### src/rtl/operand_issue_ctrl_pkg.sv
// Shared decode constants and helpers for the stage-1 to stage-2 issue path.
// Latency: n/a (types, constants and pure functions only).
// Backpressure: n/a.
package operand_issue_ctrl_pkg;

    localparam int OPCODE_W        = 6;
    localparam int REG_ADDR_W      = 5;
    localparam int NUM_REGS        = 32;
    localparam int IMM_BIT_DEFAULT = 3;
    // Scoreboard counters are 3 bits wide, so writeback latency is limited to 1..7.
    localparam int SB_CNT_W        = 3;

    localparam logic [OPCODE_W-1:0] OP_NOP = '0;

    // The all-zero opcode is the pipeline NOP.
    function automatic logic is_nop(input logic [OPCODE_W-1:0] op);
        return (op == OP_NOP);
    endfunction

    // Immediate-form instructions take operand B from the immediate field.
    function automatic logic is_imm(input logic [OPCODE_W-1:0] op,
                                    input logic [2:0]          bit_idx);
        return op[bit_idx];
    endfunction

endpackage

### src/rtl/operand_issue_ctrl_reg_scoreboard.sv
// Per-register pending-writeback scoreboard: 32 down-counters, two read ports, one load port.
// Latency: pending reads are combinational from the counters; a load is visible the next cycle.
// Backpressure: none; a load always wins over the decrement of the same entry.
module reg_scoreboard
    import operand_issue_ctrl_pkg::*;
#(
    parameter int WB_LATENCY = 3
) (
    input  logic                  clk,
    input  logic                  reset,
    input  logic [REG_ADDR_W-1:0] rd_sel_a_i,
    input  logic [REG_ADDR_W-1:0] rd_sel_b_i,
    output logic                  pend_a_o,
    output logic                  pend_b_o,
    input  logic                  ld_en_i,
    input  logic [REG_ADDR_W-1:0] ld_sel_i
);

    localparam logic [SB_CNT_W-1:0] LOAD_VAL = SB_CNT_W'(WB_LATENCY);

    logic [SB_CNT_W-1:0] cnt_q [NUM_REGS];
    logic [SB_CNT_W-1:0] cnt_d [NUM_REGS];
    logic [NUM_REGS-1:0] pend;

    // Next count per entry: a load restarts the count, otherwise count down to zero.
    // r0 is hardwired, so its entry is never loaded and stays at zero.
    always_comb begin
        for (int r = 0; r < NUM_REGS; r++) begin
            cnt_d[r] = cnt_q[r];
            if (ld_en_i && (ld_sel_i == REG_ADDR_W'(r)) && (r != 0)) begin
                cnt_d[r] = LOAD_VAL;
            end else if (cnt_q[r] != '0) begin
                cnt_d[r] = cnt_q[r] - 1'b1;
            end
        end
    end

    // Counter state; synchronous reset clears every pending writeback.
    always_ff @(posedge clk) begin
        if (reset) begin
            for (int r = 0; r < NUM_REGS; r++) begin
                cnt_q[r] <= '0;
            end
        end else begin
            for (int r = 0; r < NUM_REGS; r++) begin
                cnt_q[r] <= cnt_d[r];
            end
        end
    end

    // Pending flags; entry 0 is forced clear so reads of r0 never hazard.
    always_comb begin
        pend = '0;
        for (int r = 1; r < NUM_REGS; r++) begin
            pend[r] = (cnt_q[r] != '0);
        end
    end

    assign pend_a_o = pend[rd_sel_a_i];
    assign pend_b_o = pend[rd_sel_b_i];

endmodule

### src/rtl/operand_issue_ctrl.sv
// Stage-1 to stage-2 issue controller: decode, RAW hazard stall, stage-2 control registers.
// Latency: one cycle from issue to S2_* outputs; a RAW dependent waits WB_LATENCY cycles.
// Backpressure: Stall holds stage 1 while a source register has a pending writeback.
module operand_issue_ctrl
    import operand_issue_ctrl_pkg::*;
#(
    parameter int WB_LATENCY  = 3,
    parameter int IMM_BIT     = IMM_BIT_DEFAULT,
    parameter int STALL_CNT_W = 16
) (
    input  logic                   clk,
    input  logic                   reset,
    input  logic                   S1_Valid,
    input  logic [OPCODE_W-1:0]    S1_OpCode,
    input  logic [REG_ADDR_W-1:0]  S1_ReadSelect1,
    input  logic [REG_ADDR_W-1:0]  S1_ReadSelect2,
    input  logic [REG_ADDR_W-1:0]  S1_WriteSelect,
    output logic                   Stall,
    output logic                   S2_Valid,
    output logic                   S2_DataSource,
    output logic [REG_ADDR_W-1:0]  S2_WriteSelect,
    output logic [STALL_CNT_W-1:0] StallCount
);

    logic s1_nop;
    logic s1_imm;
    logic s1_uses_b;
    logic s1_writes;
    logic pend_a;
    logic pend_b;
    logic hazard;
    logic issue;
    logic sb_ld_en;

    logic                   s2_valid_q, s2_valid_d;
    logic                   s2_dsrc_q,  s2_dsrc_d;
    logic [REG_ADDR_W-1:0]  s2_wsel_q,  s2_wsel_d;
    logic [STALL_CNT_W-1:0] stall_cnt_q, stall_cnt_d;

    // Decode of the stage-1 instruction; immediate forms do not read register B.
    always_comb begin
        s1_nop    = is_nop(S1_OpCode);
        s1_imm    = is_imm(S1_OpCode, 3'(IMM_BIT));
        s1_uses_b = !s1_imm;
        s1_writes = !s1_nop && (S1_WriteSelect != '0);
    end

    reg_scoreboard #(
        .WB_LATENCY (WB_LATENCY)
    ) u_sb (
        .clk        (clk),
        .reset      (reset),
        .rd_sel_a_i (S1_ReadSelect1),
        .rd_sel_b_i (S1_ReadSelect2),
        .pend_a_o   (pend_a),
        .pend_b_o   (pend_b),
        .ld_en_i    (sb_ld_en),
        .ld_sel_i   (S1_WriteSelect)
    );

    // Hazard is judged against pre-issue scoreboard state, so rd==rs only stalls
    // when an older write to that register is still in flight.
    always_comb begin
        hazard   = S1_Valid && !s1_nop && (pend_a || (s1_uses_b && pend_b));
        issue    = S1_Valid && !hazard;
        sb_ld_en = issue && s1_writes;
        // Counters may still read nonzero during reset; never stall while resetting.
        Stall    = hazard && !reset;
    end

    // Stage-2 control next state: a stall or an empty stage 1 registers a bubble.
    always_comb begin
        s2_valid_d = issue && !s1_nop;
        s2_dsrc_d  = issue ? s1_imm : 1'b0;
        s2_wsel_d  = issue ? S1_WriteSelect : '0;
    end

    // Saturating statistics counter of stall cycles.
    always_comb begin
        stall_cnt_d = stall_cnt_q;
        if (Stall && (stall_cnt_q != '1)) begin
            stall_cnt_d = stall_cnt_q + 1'b1;
        end
    end

    // Stage-2 pipeline control and stall counter registers.
    always_ff @(posedge clk) begin
        if (reset) begin
            s2_valid_q  <= 1'b0;
            s2_dsrc_q   <= 1'b0;
            s2_wsel_q   <= '0;
            stall_cnt_q <= '0;
        end else begin
            s2_valid_q  <= s2_valid_d;
            s2_dsrc_q   <= s2_dsrc_d;
            s2_wsel_q   <= s2_wsel_d;
            stall_cnt_q <= stall_cnt_d;
        end
    end

    assign S2_Valid       = s2_valid_q;
    assign S2_DataSource  = s2_dsrc_q;
    assign S2_WriteSelect = s2_wsel_q;
    assign StallCount     = stall_cnt_q;

endmodule

### config.mk
export PLATFORM = sky130hd
export DESIGN_NAME = operand_issue_ctrl
export DESIGN_NICKNAME = d
export VERILOG_FILES = /design/src/rtl/operand_issue_ctrl_pkg.sv /design/src/rtl/operand_issue_ctrl_reg_scoreboard.sv /design/src/rtl/operand_issue_ctrl.sv
export SDC_FILE = /design/constraint.sdc
export NUM_CORES = 1
export LEC_CHECK = 0
export ABC_AREA = 1
export BUFFER_PORTS_ARGS = -buffer_cell sky130_fd_sc_hd__buf_4
export CAP_MARGIN = 20
export CORE_AREA = 2 2 116 118
export CTS_CLUSTER_SIZE = 20
export DETAILED_ROUTE_END_ITERATION = 8
export DIE_AREA = 0 0 118 120
export PLACE_DENSITY = 0.77
export SLEW_MARGIN = 25
export SYNTH_ARGS = -nofsm -noshare
export SYNTH_HDL_FRONTEND = slang
export SYNTH_SLANG_ARGS = --single-unit
export TNS_END_PERCENT = 30
### constraint.sdc
create_clock -name clk -period 3.45 [get_ports clk]
set_input_delay 0.69 -clock clk [delete_from_list [all_inputs] [get_ports clk]]
set_output_delay 0.69 -clock clk [all_outputs]
set_load 0.1 [all_outputs]
Yosys cells after proc, flatten, opt, wreduce, memory -nomap -nowiden
Memory sizes are Yosys's and may differ from the RTL's.
Cells that the tools add are included.
{"block": "classes", "n_eq_ne": 32, "n_lt_le_gt_ge": 2, "mux": 102, "reduce_logical": 80, "bitwise": 33, "add_sub_neg": 33}
{"operator": "two-way mux 3 bit", "n": 95}
{"operator": "nonzero test 3 bit", "n": 32}
{"operator": "subtractor 3 x 1 -> 3 bit (second input constant)", "n": 32}
{"operator": "equality test 5 bit (second input constant)", "n": 16}
{"operator": "equality test 5 x 4 -> 1 bit (second input constant)", "n": 8}
{"operator": "logical AND 1 bit", "n": 40}
{"operator": "OR 1 bit", "n": 32}
{"operator": "equality test 5 x 3 -> 1 bit (second input constant)", "n": 4}
{"operator": "adder 16 x 1 -> 16 bit (second input constant)", "n": 1}
{"operator": "inequality test 16 bit (second input constant)", "n": 1}
{"operator": "less-than comparator 5 x 6 -> 1 bit (second input constant)", "n": 2}
{"operator": "binary-select mux 1 bit (select 5 bit)", "n": 2}
{"operator": "equality test 5 x 2 -> 1 bit (second input constant)", "n": 2}
{"operator": "zero test 6 bit", "n": 1}
{"operator": "equality test 5 x 1 -> 1 bit (second input constant)", "n": 1}
{"operator": "two-way mux 1 bit", "n": 5}
{"operator": "nonzero test 5 bit", "n": 1}
{"operator": "zero test 1 bit", "n": 4}
{"operator": "OR reduction 2 bit", "n": 1}
{"operator": "logical OR 1 bit", "n": 1}
{"operator": "NOT 1 bit", "n": 1}
{"block": "totals", "wordCells": 287, "ramBits": 96, "mem_count": 1, "register_bits": 23}
{"memory": "u_sb.cnt_q", "depth": 32, "word_bits": 3, "rd": 32, "rd_clocked_by_memory_dff": 0, "wr": 32, "line": "operand_issue_ctrl_reg_scoreboard.sv:21", "source": "logic [SB_CNT_W-1:0] cnt_q [NUM_REGS];"}

Longest topological paths before layout
An unclocked memory read counts as a cell.
{"block": "logic_depth", "word_depth": 13, "ltp_mapped": 16, "mapped_depth_nobuf": 14}

By module
A second synthesis with hierarchy kept.
{"block": "hier_totals", "cells_unflattened": 857, "hier_area_um2": 5766.8}
{"module": "reg_scoreboard", "instances": 1, "area_each_um2": 4454.3, "cells_per_inst": 655, "seq_area_each_um2": 1861.8}
{"module": "operand_issue_ctrl", "instances": 1, "area_each_um2": 1312.5, "cells_per_inst": 202, "seq_area_each_um2": 460.4}

Least setup slack after synthesis
Ideal clock, no wire load.
{"block": "synth_path", "kind": "input to output", "start": "input port S1_ReadSelect2[0]", "end": "output port Stall", "path_slack_ns": -0.166, "arrival_ns": 2.926, "cell_stages": 13, "path_buffers": 2, "required_ns": 2.760, "cell_sequence": "buf_6 -> inv_4 -> buf_6 -> nand2_1 -> nand3_1 -> nand3_1 -> nand3_1 -> nand2_1 -> nand2_1 -> nand3_2 -> nand2_4 -> nand2_1 -> nor2_1"}
{"block": "synth_via", "elab_chain_cells": 6}
{"item": "from (decl)", "line": "operand_issue_ctrl.sv:16", "source": "input logic [REG_ADDR_W-1:0] S1_ReadSelect2,"}
{"item": "binary-select mux 1 bit (select 5 bit)", "line": "operand_issue_ctrl_reg_scoreboard.sv:60", "source": "assign pend_b_o = pend[rd_sel_b_i];"}
{"item": "two-way mux 1 bit (not written as such)", "line": "operand_issue_ctrl_reg_scoreboard.sv:60"}
{"item": "logical AND 1 bit", "line": "operand_issue_ctrl.sv:64", "source": "hazard = S1_Valid && !s1_nop && (pend_a || (s1_uses_b && pend_b));"}
{"item": "logical OR 1 bit", "line": "operand_issue_ctrl.sv:64"}
{"item": "logical AND 1 bit", "line": "operand_issue_ctrl.sv:64"}
{"item": "logical AND 1 bit", "line": "operand_issue_ctrl.sv:68", "source": "Stall = hazard && !reset;"}
{"item": "to (decl)", "line": "operand_issue_ctrl.sv:18", "source": "output logic Stall,"}
No other way between the ends. The select of a mux whose other input is x is not followed.

Final worst setup path
Ends and elaborated chain as after synthesis.

==> impl_results.md <==
- Status: finished clean
- Global-route wire length before repair: 24660 µm
- Final Cycle Share: 91.75%
- Port Buffers: 47
- Max Freq: 0.3159 GHz
- DR WL/cell: 13.46 µm
- CP cell instances: buf_4, inv_4, nand3_1, nand2_1, nand2_1, nand3_1, nand3_1, nand2_1, nand2_1, nand3_2, nand2_4, nand2_1, nor2_2, buf_4
- Cell row count: 42
- CTS H-tree lvls: 4
- Max-cap violations: 0
- Final Setup Violations: 0
- Chip height: 120 µm
- Multi-input logic area: 0.003291 mm²
- Max clock buf depth: 2
- CTS root buffer: clkbuf_16
- Share of cells above drive strength 1: 16.96%
- Asr flop ratio synth: 0%
- GRT busiest layer: met2
- Ranking of synthesized cells by area: dfxtp_1, nand2_1, nand4_4
- FF-to-FF setup slack: 1.12 ns
- Worst setup startpoint: S1_ReadSelect2[0]
- DRT Pass-1 Iters: 5
- Num CTS Buffers: 17
- Routed Antenna Nets: 0
- Kind of cell adding the most delay to the critical path: simple AND/OR/NAND/NOR gates
- Total global-route track usage: 21.68%
- GRT met3 Usage: 5.038%
- Placed cell areas: 0.006734 mm²
- Final Hold Viols: 0
- Most used cell, CP: nand2_1
- Die footprint: 0.01416 mm²
- Reg-to-reg startpoint: StallCount[0]
- Core Box Area: 0.01298 mm²
- Seq/Total Area, Yosys: 36.77%
- Post-layout minimum cycle time: 3.165 ns
- Register bit total from synthesis: 116
- Area share of the largest cell type after synthesis: 36.77%
- Count leader, synth: nand2_1
- GPL Wtd Cong: 0.8726
- Number of synthesized flops with an enable pin: 0
- Final WL: 14750 µm
- Slowest cell on the critical path: buf_4
- 1st-iter DRT viols: 480
- I/O pin cnt: 48
- Clock Latency Late Sink: 0.41 ns
- Critical path class: in -> out
- Initial antenna violation count: 0
- Final instance area: 0.007363 mm²
- CTS resizes: 0
- Area Overhead vs Synth: 16.58%
- CTS tree: built
- Max-slew violations: 0
- DRC violations left: 0
- Synth Cell Area: 0.006316 mm²
- Antenna fix cells: 0
- Maximum VDD drop: 401.9 µV
- CP peak stage delay: 0.33 ns
- Critical Path Sink Type: primary output
- Cell Pwr Density: 486.7 mW/mm²
- # hold bufs at CTS: 0
- Static Leak: 3.188 nW
- Class of the worst hold path: reg -> reg
- M2 GR Usage: 35.39%
- Worst-Margin Slew: 0.7310 ns
- Vias in the first global route: 5165
- Startpoint types: primary input
- Global route overflow: 0
- Average size of a mapped cell: 7.268 µm²
- Worst slew margin: 51.21%
- Post-Route Setup TNS: 0 ns
- Die Wd: 118 µm
- Mapped Cells: 869
- Post-synth top cells: nand2_1, nor2_1, inv_1, dfxtp_1, a21oi_1
- Post-CTS setup buffers: 0
- Clock Sinks: 116
- Required @ worst endpoint: 2.76 ns
- Filler Cell Count: 1182
- Count of different cell masters after synthesis: 31
- Skew final: 0.009195 ns
- Post-Syn Nets: 894
- Worst-path clk slew: 0.06 ns
- Peak fanout along the critical path: 17
- Area leader, netlist: dfxtp_1
- RSZ-0062 raised after global routing: false
- Buffers plus inverters on the worst setup path: 3
- CP Data Arrival Time: 2.48 ns
- Pwr Total: 3.584 mW
- Nets: 934
- Initial Util: 48.66%
- Estimated wirelength of the detail-placed design: 10320 µm
- GRT met1 Usage: 28.38%
- Hold Startpoint: u_sb.cnt_q[0][83]
- Synth warn: 0
- Register area: 0.002322 mm²
- WHS: 0.4387 ns
- Via-to-Cell Ratio: 5.173
- Largest net degree at the start of global routing: 50
- Via count: 5670
- Ys flop type: dfxtp_1
==> layout make-up <==
type	count	share of cell area (%)
sequential	116	31.54
clock inverter	9	2.430
multi-input combinational	595	44.69
inverter	124	6.457
tap	176	2.991
timing repair buffer	55	5.777
clock buffer	21	6.117
==> cells in the final DEF (no fill, tap or decap), types with 24 or more instances in the layout <==
master,netlist,layout
nand2_1,211,211
nor2_1,120,119
inv_1,119,119
dfxtp_1,116,116
nand4_1,24,24
nand3_1,58,58
buf_4,5,54
a21oi_1,79,78
nand4_4,27,27
a21oi_2,29,29
==> kinds of logic after synthesis <==
kind of cell	synth area share [%]
AO/OA/AOI/OAI	10.48
adder cells (fa/ha/maj)	0.1981
flip-flops	36.77
buffers and inverters	11.35
AND/OR/NAND/NOR	39.54
XOR/XNOR	1.664
==> per-layer routing <==
layer | wire length [µm] | up-vias
li1 | - | 2875
met1 | 6802 | 2606
met2 | 6887 | 168
met3 | 807 | 21
met4 | 253 | 0
met5 | 0 | -
==> worst reg2reg max path, stage by stage (launching register included) <==
cell and delay, ns:
dfxtp_1 0.39, ha_1 0.23, nand2_1 0.12, nor4_1 0.29, nand4_1 0.18, nor2_1 0.15, nand3_2 0.28, nand4_4 0.34
nand2_1 0.10, a21oi_1 0.17
==> stage by stage <==
stage                     setup slack (ns)  cells  util, %
final                               0.2847   1096    56.73
after global routing                0.1601   1096    56.73
after CTS                           0.3312   1096    56.73
after detailed placement            0.4650   1066    51.88
after global placement              0.5024   1066    51.88
after floorplan                     0.3149    869        -
==> registers in the layout, summed over array words and instances, names as in the netlist <==
signal and cells:
u_sb.cnt_q 93, S2_Valid 1, S2_WriteSelect 5, StallCount 16, S2_DataSource 1
==> where the power goes <==
part | internal, mW | switching [mW]
combinational | 0.0847 | 0.249
clock | 1.29 | 0.601
sequential | 1.35 | 0.00687
==> final timing paths <==
kind                            depth (start not counted)                end
worst min register to register                          2  u_sb.cnt_q[0][83]
worst min-delay path                                    2  u_sb.cnt_q[0][83]
worst max register to register                          9      StallCount[2]
worst max-delay path                                   14              Stall
Note: power is estimated with default switching activity, not from simulation.
